$ cat src/rtl/imem_stream_loader_if.sv
// Byte-stream and instruction-memory write-side signal bundle for the loader.
// Latency: none (pure wiring).
// Backpressure: s_valid/s_ready handshake; the write port has no backpressure.
// Ports: start, s_valid, s_ready, s_data (stream side); imem_we, imem_addr,
//   imem_wdata (memory side); cpu_hold, busy, done, error, words_loaded (status).
interface imem_stream_loader_if #(
  parameter int INSTR_ADDRESS_WIDTH = 6,
  parameter int CPU_DATA_WIDTH      = 32
);
  logic                           start;
  logic                           s_valid;
  logic                           s_ready;
  logic [7:0]                     s_data;
  logic                           imem_we;
  logic [INSTR_ADDRESS_WIDTH-1:0] imem_addr;
  logic [CPU_DATA_WIDTH-1:0]      imem_wdata;
  logic                           cpu_hold;
  logic                           busy;
  logic                           done;
  logic                           error;
  logic [15:0]                    words_loaded;

  // Loader side.
  modport slave (
    input  start, s_valid, s_data,
    output s_ready, imem_we, imem_addr, imem_wdata,
           cpu_hold, busy, done, error, words_loaded
  );

  // Host / byte-source side.
  modport master (
    output start, s_valid, s_data,
    input  s_ready, imem_we, imem_addr, imem_wdata,
           cpu_hold, busy, done, error, words_loaded
  );
endinterface

$ cat src/rtl/imem_stream_loader.sv
// Loads a framed byte stream (LEN_LO, LEN_HI, N x 4 bytes LSB first, CSUM) into imem.
// Latency: one imem write the cycle after each word's 4th byte; done the cycle after CSUM.
// Backpressure: s_ready high in every receiving state (one byte/cycle), low in IDLE/DONE.
// Ports: clk, rst (async active-high); bus (imem_stream_loader_if.slave) carrying the
//   stream handshake, the imem write port and the cpu_hold/busy/done/error/words_loaded status.
module imem_stream_loader #(
  parameter int INSTR_ADDRESS_WIDTH = 6,
  parameter int CPU_DATA_WIDTH      = 32
) (
  input  logic                 clk,
  input  logic                 rst,
  imem_stream_loader_if.slave  bus
);

  typedef enum logic [2:0] {
    IDLE, LEN_LO, LEN_HI, DATA, CSUM, DONE
  } state_t;

  // Memory depth as a 17-bit value so word indices up to 65535 compare cleanly.
  localparam logic [16:0] DEPTH = 17'd1 << INSTR_ADDRESS_WIDTH;

  state_t                    state, state_nxt;
  logic [7:0]                len_lo;
  logic [15:0]               len;
  logic [15:0]               word_idx;
  logic [1:0]                byte_cnt;
  logic [7:0]                csum;
  logic [CPU_DATA_WIDTH-1:0] wbuf;
  logic                      ready;
  logic                      accept;

  assign ready  = (state == LEN_LO) || (state == LEN_HI) ||
                  (state == DATA)   || (state == CSUM);
  assign accept = bus.s_valid && ready;

  assign bus.s_ready  = ready;
  assign bus.cpu_hold = (state != IDLE);
  assign bus.busy     = (state != IDLE);
  assign bus.done     = (state == DONE);

  always_ff @(posedge clk or posedge rst) begin
    if (rst) state <= IDLE;
    else     state <= state_nxt;
  end

  always_comb begin
    state_nxt = state;
    case (state)
      IDLE:   if (bus.start) state_nxt = LEN_LO;
      LEN_LO: if (accept)    state_nxt = LEN_HI;
      LEN_HI: if (accept)    state_nxt = ({bus.s_data, len_lo} == 16'd0) ? CSUM : DATA;
      // Leave DATA on the last byte of the last word.
      DATA:   if (accept && (byte_cnt == 2'd3) && ((word_idx + 16'd1) == len))
                state_nxt = CSUM;
      CSUM:   if (accept)    state_nxt = DONE;
      DONE:   state_nxt = IDLE;
      default: state_nxt = IDLE;
    endcase
  end

  always_ff @(posedge clk or posedge rst) begin
    if (rst) begin
      len_lo           <= '0;
      len              <= '0;
      word_idx         <= '0;
      byte_cnt         <= '0;
      csum             <= '0;
      wbuf             <= '0;
      bus.imem_we      <= 1'b0;
      bus.imem_addr    <= '0;
      bus.imem_wdata   <= '0;
      bus.error        <= 1'b0;
      bus.words_loaded <= '0;
    end else begin
      bus.imem_we <= 1'b0;
      if ((state == IDLE) && bus.start) begin
        bus.error        <= 1'b0;
        bus.words_loaded <= '0;
        csum             <= '0;
        byte_cnt         <= '0;
        word_idx         <= '0;
      end
      if (accept) begin
        case (state)
          LEN_LO: begin
            len_lo <= bus.s_data;
            csum   <= csum ^ bus.s_data;
          end
          LEN_HI: begin
            len  <= {bus.s_data, len_lo};
            csum <= csum ^ bus.s_data;
          end
          DATA: begin
            csum                 <= csum ^ bus.s_data;
            wbuf[8*byte_cnt +: 8] <= bus.s_data;
            byte_cnt             <= byte_cnt + 2'd1;
            if (byte_cnt == 2'd3) begin
              word_idx <= word_idx + 16'd1;
              // Words past the end of memory are consumed but never written.
              if ({1'b0, word_idx} < DEPTH) begin
                bus.imem_we      <= 1'b1;
                bus.imem_addr    <= word_idx[INSTR_ADDRESS_WIDTH-1:0];
                bus.imem_wdata   <= {bus.s_data, wbuf[23:0]};
                bus.words_loaded <= bus.words_loaded + 16'd1;
              end else begin
                bus.error <= 1'b1;
              end
            end
          end
          CSUM: begin
            if (bus.s_data != csum) bus.error <= 1'b1;
          end
          default: ;
        endcase
      end
    end
  end

endmodule

$ cat src/flat_wrapper.sv
// flat-port wrapper written by rule: the top's interface ports become plain ports
module imem_stream_loader_flat 
#(
  parameter int INSTR_ADDRESS_WIDTH = 6,
  parameter int CPU_DATA_WIDTH      = 32
)
  (clk, rst, bus_start, bus_s_valid, bus_s_data, bus_s_ready, bus_imem_we, bus_imem_addr, bus_imem_wdata, bus_cpu_hold, bus_busy, bus_done, bus_error, bus_words_loaded);
  imem_stream_loader_if #(.INSTR_ADDRESS_WIDTH(INSTR_ADDRESS_WIDTH), .CPU_DATA_WIDTH(CPU_DATA_WIDTH)) bus_i ();
  input  logic clk;
  input  logic rst;
  input wire logic [$bits(bus_i.start)-1:0] bus_start;
  input wire logic [$bits(bus_i.s_valid)-1:0] bus_s_valid;
  input wire logic [$bits(bus_i.s_data)-1:0] bus_s_data;
  output wire logic [$bits(bus_i.s_ready)-1:0] bus_s_ready;
  output wire logic [$bits(bus_i.imem_we)-1:0] bus_imem_we;
  output wire logic [$bits(bus_i.imem_addr)-1:0] bus_imem_addr;
  output wire logic [$bits(bus_i.imem_wdata)-1:0] bus_imem_wdata;
  output wire logic [$bits(bus_i.cpu_hold)-1:0] bus_cpu_hold;
  output wire logic [$bits(bus_i.busy)-1:0] bus_busy;
  output wire logic [$bits(bus_i.done)-1:0] bus_done;
  output wire logic [$bits(bus_i.error)-1:0] bus_error;
  output wire logic [$bits(bus_i.words_loaded)-1:0] bus_words_loaded;
  assign bus_i.start = bus_start;
  assign bus_i.s_valid = bus_s_valid;
  assign bus_i.s_data = bus_s_data;
  assign bus_s_ready = bus_i.s_ready;
  assign bus_imem_we = bus_i.imem_we;
  assign bus_imem_addr = bus_i.imem_addr;
  assign bus_imem_wdata = bus_i.imem_wdata;
  assign bus_cpu_hold = bus_i.cpu_hold;
  assign bus_busy = bus_i.busy;
  assign bus_done = bus_i.done;
  assign bus_error = bus_i.error;
  assign bus_words_loaded = bus_i.words_loaded;
  imem_stream_loader #(.INSTR_ADDRESS_WIDTH(INSTR_ADDRESS_WIDTH), .CPU_DATA_WIDTH(CPU_DATA_WIDTH)) u_core (.clk(clk), .rst(rst), .bus(bus_i));
endmodule
$ cat config.mk
export PLATFORM = sky130hd
export DESIGN_NAME = imem_stream_loader_flat
export DESIGN_NICKNAME = d
export VERILOG_FILES = /design/src/rtl/imem_stream_loader_if.sv /design/src/rtl/imem_stream_loader.sv /design/src/flat_wrapper.sv
export SDC_FILE = /design/constraint.sdc
export NUM_CORES = 1
export LEC_CHECK = 0
export CAP_MARGIN = 40
export CORE_MARGIN = 10
export CORE_UTILIZATION = 61
export DETAILED_ROUTE_END_ITERATION = 10
export HOLD_SLACK_MARGIN = 0.02
export PLACE_DENSITY_LB_ADDON = 0.25
export SLEW_MARGIN = 20
export SYNTH_ARGS = -nofsm -noshare
export SYNTH_HDL_FRONTEND = slang
export SYNTH_SLANG_ARGS = --single-unit
$ cat constraint.sdc
create_clock -name clk -period 13.5 [get_ports clk]
set_clock_uncertainty 0.15 [all_clocks]
set_input_delay 2.025 -clock clk [delete_from_list [all_inputs] [get_ports clk]]
set_output_delay 2.025 -clock clk [all_outputs]
set_load 0.01 [all_outputs]
# Yosys cells after proc, flatten, opt, wreduce, memory -nomap -nowiden
# Cells that the tools add are included.
# word_totals
ff_bits	141
out_inout_bits	60
wordCells	82
# op_classes
add_sub_neg	4
magnitude_cmp	1
eq_ne	13
n_shift	2
n_mux	33
bitwise_logic	1
n_reduce_logical	16
# op_table
operator	n
2-to-1 mux 16 bit	9
negation 5 -> 34 bit	1
variable shift 8 x 34 -> 32 bit (first input constant)	1
variable part select 8 x 34 -> 32 bit	1
adder 16 x 1 -> 16 bit (second input constant)	2
bitwise mux 32 bit	1
2-to-1 mux 8 bit	3
2-to-1 mux 3 bit	6
== test 16 bit	1
logical NOT 16 bit	1
less-than comparator 16 x 7 -> 1 bit (second input constant)	1
one-hot mux 3 bit (5 select lines)	1
2-to-1 mux 1 bit	9
!= test 8 bit	1
bitwise XOR 8 bit	1
== test 3 x 2 -> 1 bit (second input constant)	2
== test 3 bit (second input constant)	2
2-to-1 mux 2 bit	3
!= test 2 x 1 -> 1 bit (second input constant)	3
AND reduction 2 bit	3
AND reduction 5 bit	1
logical AND 1 bit	4
!= test 2 bit (second input constant)	2
AND reduction 4 bit	1
8 further kinds	10

# Logic depth before layout (Yosys ltp)
# logic_depth
depth_word	9
mapped_depth	9
depth_no_buf	7

# Worst setup path after synthesis
# Ideal clock, no wire load.
# synth_timing
path_type	input -> register
from	input bus_s_valid
to	register u_core.bus.imem_addr[0]
setup_ns	0.125
arrival_ns	3.483
required_ns	13.225
setup_slack_ns	9.742
path_stages	7
path_buffers	3
path_cell_list	buf_2 and4b_1 buf_2 nand2_1 nor2_2 buf_2 mux2_2
# synth_between
elab_chain_len	2
# synth_lines
element	line_no	rtl
start: declaration	flat_wrapper.sv:12	input wire logic [$bits(bus_i.s_valid)-1:0] bus_s_valid;
logical AND 1 bit	imem_stream_loader.sv:34	assign accept = bus.s_valid && ready;
AND reduction 4 bit (no line)	n/a	
end signal: assignment	imem_stream_loader.sv:102	bus.imem_addr <= word_idx[INSTR_ADDRESS_WIDTH-1:0];
end: declaration	imem_stream_loader_if.sv:26	output s_ready, imem_we, imem_addr, imem_wdata,
# Every way passes these cells.
# A chain may end at the register's enable or synchronous reset.

# Worst setup path after layout
# layout_timing
from	input bus_s_valid
to	register u_core.bus.words_loaded[8] (netlist bit)
# layout_between
elab_chain_len	2
# layout_lines
element	line_no	rtl
logical AND 1 bit	imem_stream_loader.sv:34	
2-to-1 mux 16 bit	imem_stream_loader.sv:83	if (accept) begin
end signal: assignment	imem_stream_loader.sv:104	bus.words_loaded <= bus.words_loaded + 16'd1;
end: declaration	imem_stream_loader_if.sv:27	cpu_hold, busy, done, error, words_loaded
# Every way passes these cells.

==> impl_metrics.tcl <==
set metrics [dict create \
    rr_startpoint "u_core.state[0]" \
    unrepaired_setup_endpoints_after_global_routing "false" \
    critPathCaptureType "register" \
    max_cap_violation_count 0 \
    cellPowerDensity_mw_per_mm2 163 \
    post-cts-setup-buffers 0 \
    die_width_um 123 \
    clk_path_buf_depth 2 \
    start_util_pct 62.9 \
    dieHeight_um 123 \
    grt_pass1_vias 5064 \
    layout_worst_path_cycle_share_pct 34.7 \
    per_cell_routed_wire_length_um 19.7 \
    holdCritStartpoint "u_core.bus.words_loaded[15]" \
    initialDrtViolationCount 573 \
    cellLeakagePower_nw 3.52 \
    synth-seq-area-share_pct 51.0 \
    cts_inserted_buffers 17 \
    grt_overflow 0 \
    post_detailed_route_count_of_antenna_violating_nets 0 \
    holdBufCountCts 0 \
    yosys.cell_types.count 64 \
    avgViaCountPerCell 6.09 \
    synth-async-reset-ratio_pct 100 \
    design.die.area_mm2 0.0152 \
    wirelength_um 16500 \
    timing.hold.ws_ns 0.330 \
    antenna_found_initial 0 \
    min_path_cells 1 \
    syn-num-nets 650 \
    fp.coreArea_mm2 0.0104 \
    finalPower_mw 1.28 \
    synth.avg_cell_area_um2 10.3 \
    cp_data_arrival_time_ns 4.93 \
    worst-r2r-cell-count 7 \
    ys_warn_count 0 \
    setup_viol 0 \
    number_of_flops_mapped_to_enable_cells_by_yosys 0 \
    synth_top_area_share_pct 51.0 \
    clock_sinks 133 \
    grt_pass1_wl_um 27000 \
    run_status "finished, final reports clean" \
    hold_path.class "reg -> reg" \
    grt.total_usage_pct 22.9 \
    r2r_setup_slk_ns 10.36 \
    detailed_route_drc_error_count 0 \
    sort_of_element_at_the_start_of_the_critical_path "primary input" \
    regToRegEndpoint "u_core.bus.words_loaded[8]" \
    dr.pass1.iters 5 \
    max_clock_freq_ghz 0.214 \
    max_slew.worst_pin.slew_ns 0.810 \
    critPathKind "in -> reg" \
    globalplace.congestion 0.896 \
    h_tree_depth_reported_by_cts 4 \
    insertion_delay_ns 0.53 \
    finalMaxSlewViolations 0 \
    final_period_minus_worst_setup_slack_ns 4.68 \
    clock_tree.root_cell "sky130_fd_sc_hd__clkbuf_8" \
    grt_max_degree 51 \
    postCtsResizedCells 0 \
    cts_tree "built" \
    power.ir.vdd_worst_mv 0.116 \
    synth.area.top_cells "sky130_fd_sc_hd__dfrtp_1, sky130_fd_sc_hd__mux2_2, sky130_fd_sc_hd__nand2_1" \
    worst_ep_required_time_ns 13.75 \
    buffer_ports.inserted 71 \
    synth.cell_area_mm2 0.00652 \
    rows 37 \
    worstHoldEndpoint "u_core.bus.words_loaded[15]" \
    setup-tns-final_ns 0 \
    hold_viol 0 \
    final_net_count 705 \
    hpwl_um 11200 \
    postSynthCellCount 631 \
    synthFlopType "sky130_fd_sc_hd__dfrtp_1" \
    synthesized_flop_and_latch_total 133 \
    path_clk_slew_ns 0.06 \
    io-pin-count 72 \
    routed-via-count 5085 \
    antenna_cells 0 \
    worst-path-max-fanout 39 \
    synth_largest_area_cell "sky130_fd_sc_hd__dfrtp_1" \
    layout-drive-gt1-share_pct 16.2 \
    syn2layout_area_growth_pct 20.5 \
    relSlewSlack_pct 45.9 \
]
==> synthesized netlist by cell type (7+ instances only) <==
master                       n
sky130_fd_sc_hd__mux2i_1     9
sky130_fd_sc_hd__nand2_1   103
sky130_fd_sc_hd__dfrtp_1   133
sky130_fd_sc_hd__nand3_1    14
sky130_fd_sc_hd__nand4_1     9
sky130_fd_sc_hd__nor2_1     26
sky130_fd_sc_hd__nor4_1     11
sky130_fd_sc_hd__ha_1        7
sky130_fd_sc_hd__o21ai_0    72
sky130_fd_sc_hd__xnor2_1    16
sky130_fd_sc_hd__o31ai_1     7
sky130_fd_sc_hd__clkbuf_1   23
sky130_fd_sc_hd__mux2_2     61
sky130_fd_sc_hd__a21oi_1     7
sky130_fd_sc_hd__and3_1      8
sky130_fd_sc_hd__buf_2      16
sky130_fd_sc_hd__xor2_1      9
sky130_fd_sc_hd__inv_1      17
==> flip-flops by register name (all words and copies together), names as in the netlist <==
name and cells:
u_core.len 16, u_core.bus.imem_we 1, u_core.state 3, u_core.wbuf 24, u_core.bus.error 1, u_core.csum 8, u_core.bus.imem_wdata 32, u_core.byte_cnt 2
u_core.bus.imem_addr 6, u_core.word_idx 16, u_core.bus.words_loaded 16, u_core.len_lo 8
==> cells in the final DEF, fill, tap and decap left out, types with 8 or more instances in the layout <==
cell type	count
sky130_fd_sc_hd__mux2i_1	9
sky130_fd_sc_hd__inv_1	16
sky130_fd_sc_hd__clkbuf_16	16
sky130_fd_sc_hd__mux2_2	61
sky130_fd_sc_hd__nand4_1	9
sky130_fd_sc_hd__nor4_1	11
sky130_fd_sc_hd__and3_1	8
sky130_fd_sc_hd__xor2_1	9
sky130_fd_sc_hd__o21ai_0	72
sky130_fd_sc_hd__xnor2_1	16
sky130_fd_sc_hd__clkdlybuf4s50_1	71
sky130_fd_sc_hd__nand2_1	103
sky130_fd_sc_hd__dfrtp_1	133
sky130_fd_sc_hd__nand3_1	14
sky130_fd_sc_hd__nor2_1	26
==> area by class of cell <==
class	count	area (um2)
Inverter	17	66.3
Clock buffer	23	477
Sequential cell	133	3330
Fill cell	712	2510
Tap cell	136	170
Timing Repair Buffer	78	778
Multi-Input combinational cell	439	2940
Clock inverter	9	100
==> worst max path at each step <==
| stage | start | end | slack, ns |
|---|---|---|---|
| 6_report | bus_s_valid | u_core.bus.words_loaded[8] | 8.82 |
| 5_1_grt | bus_s_valid | u_core.bus.words_loaded[8] | 8.61 |
| 4_1_cts | bus_s_valid | u_core.bus.words_loaded[8] | 8.84 |
| 3_5_place_dp | bus_s_valid | u_core.bus.words_loaded[8] | 8.31 |
| 3_3_place_gp | bus_s_valid | u_core.bus.imem_wdata[25] | 8.50 |
| 2_1_floorplan | rst | u_core.bus.error | 7.77 |
==> worst max-delay path, stage by stage <==
cell and delay [ns]:
sky130_fd_sc_hd__clkdlybuf4s50_1 0.64, sky130_fd_sc_hd__and4b_1 0.44, sky130_fd_sc_hd__nand2_1 0.52, sky130_fd_sc_hd__nor2_4 0.38, sky130_fd_sc_hd__buf_4 0.47, sky130_fd_sc_hd__nand4_1 0.19
sky130_fd_sc_hd__xor2_1 0.19, sky130_fd_sc_hd__nor2_1 0.06
==> power by group <==
group | switching, mW | total (mW) | leakage [nW] | internal, mW
Clock | 0.166 | 0.447 | 0.284 | 0.281
Combinational | 0.140 | 0.297 | 1.46 | 0.157
Sequential | 0.0622 | 0.537 | 1.78 | 0.474
Total | 0.369 | 1.28 | 3.52 | 0.912
==> cells by family after synthesis <==
group	Yosys count	synth area share (%)
and+or+nand+nor	219	17.5
DFF	133	51.0
AOI/OAI and AO/OA	118	11.0
muxes	70	11.9
buffers and inverters	59	3.93
xor gates and xnor gates	25	3.36
adders and majority gates	7	1.34
==> per-layer routing <==
layer	up-vias	GRT usage, %	share of wire [%]
met4	0	7.79	1.8
met2	214	36.2	48
met5	-	0	0
met3	35	6.24	7.8
li1	2339	-	-
met1	2497	29.8	43
==> metrics by stage <==
step	instance area [um2]	worst slack [ns]	std cells	util, %
2_1_floorplan	6520	7.77	631	-
3_3_place_gp	7240	8.50	799	69.8
3_5_place_dp	7280	8.31	802	70.2
4_1_cts	7860	8.84	834	75.8
5_1_grt	7860	8.61	835	75.8
6_report	7860	8.82	835	75.8
No activity file was read; power rests on OpenSTA's default activity.
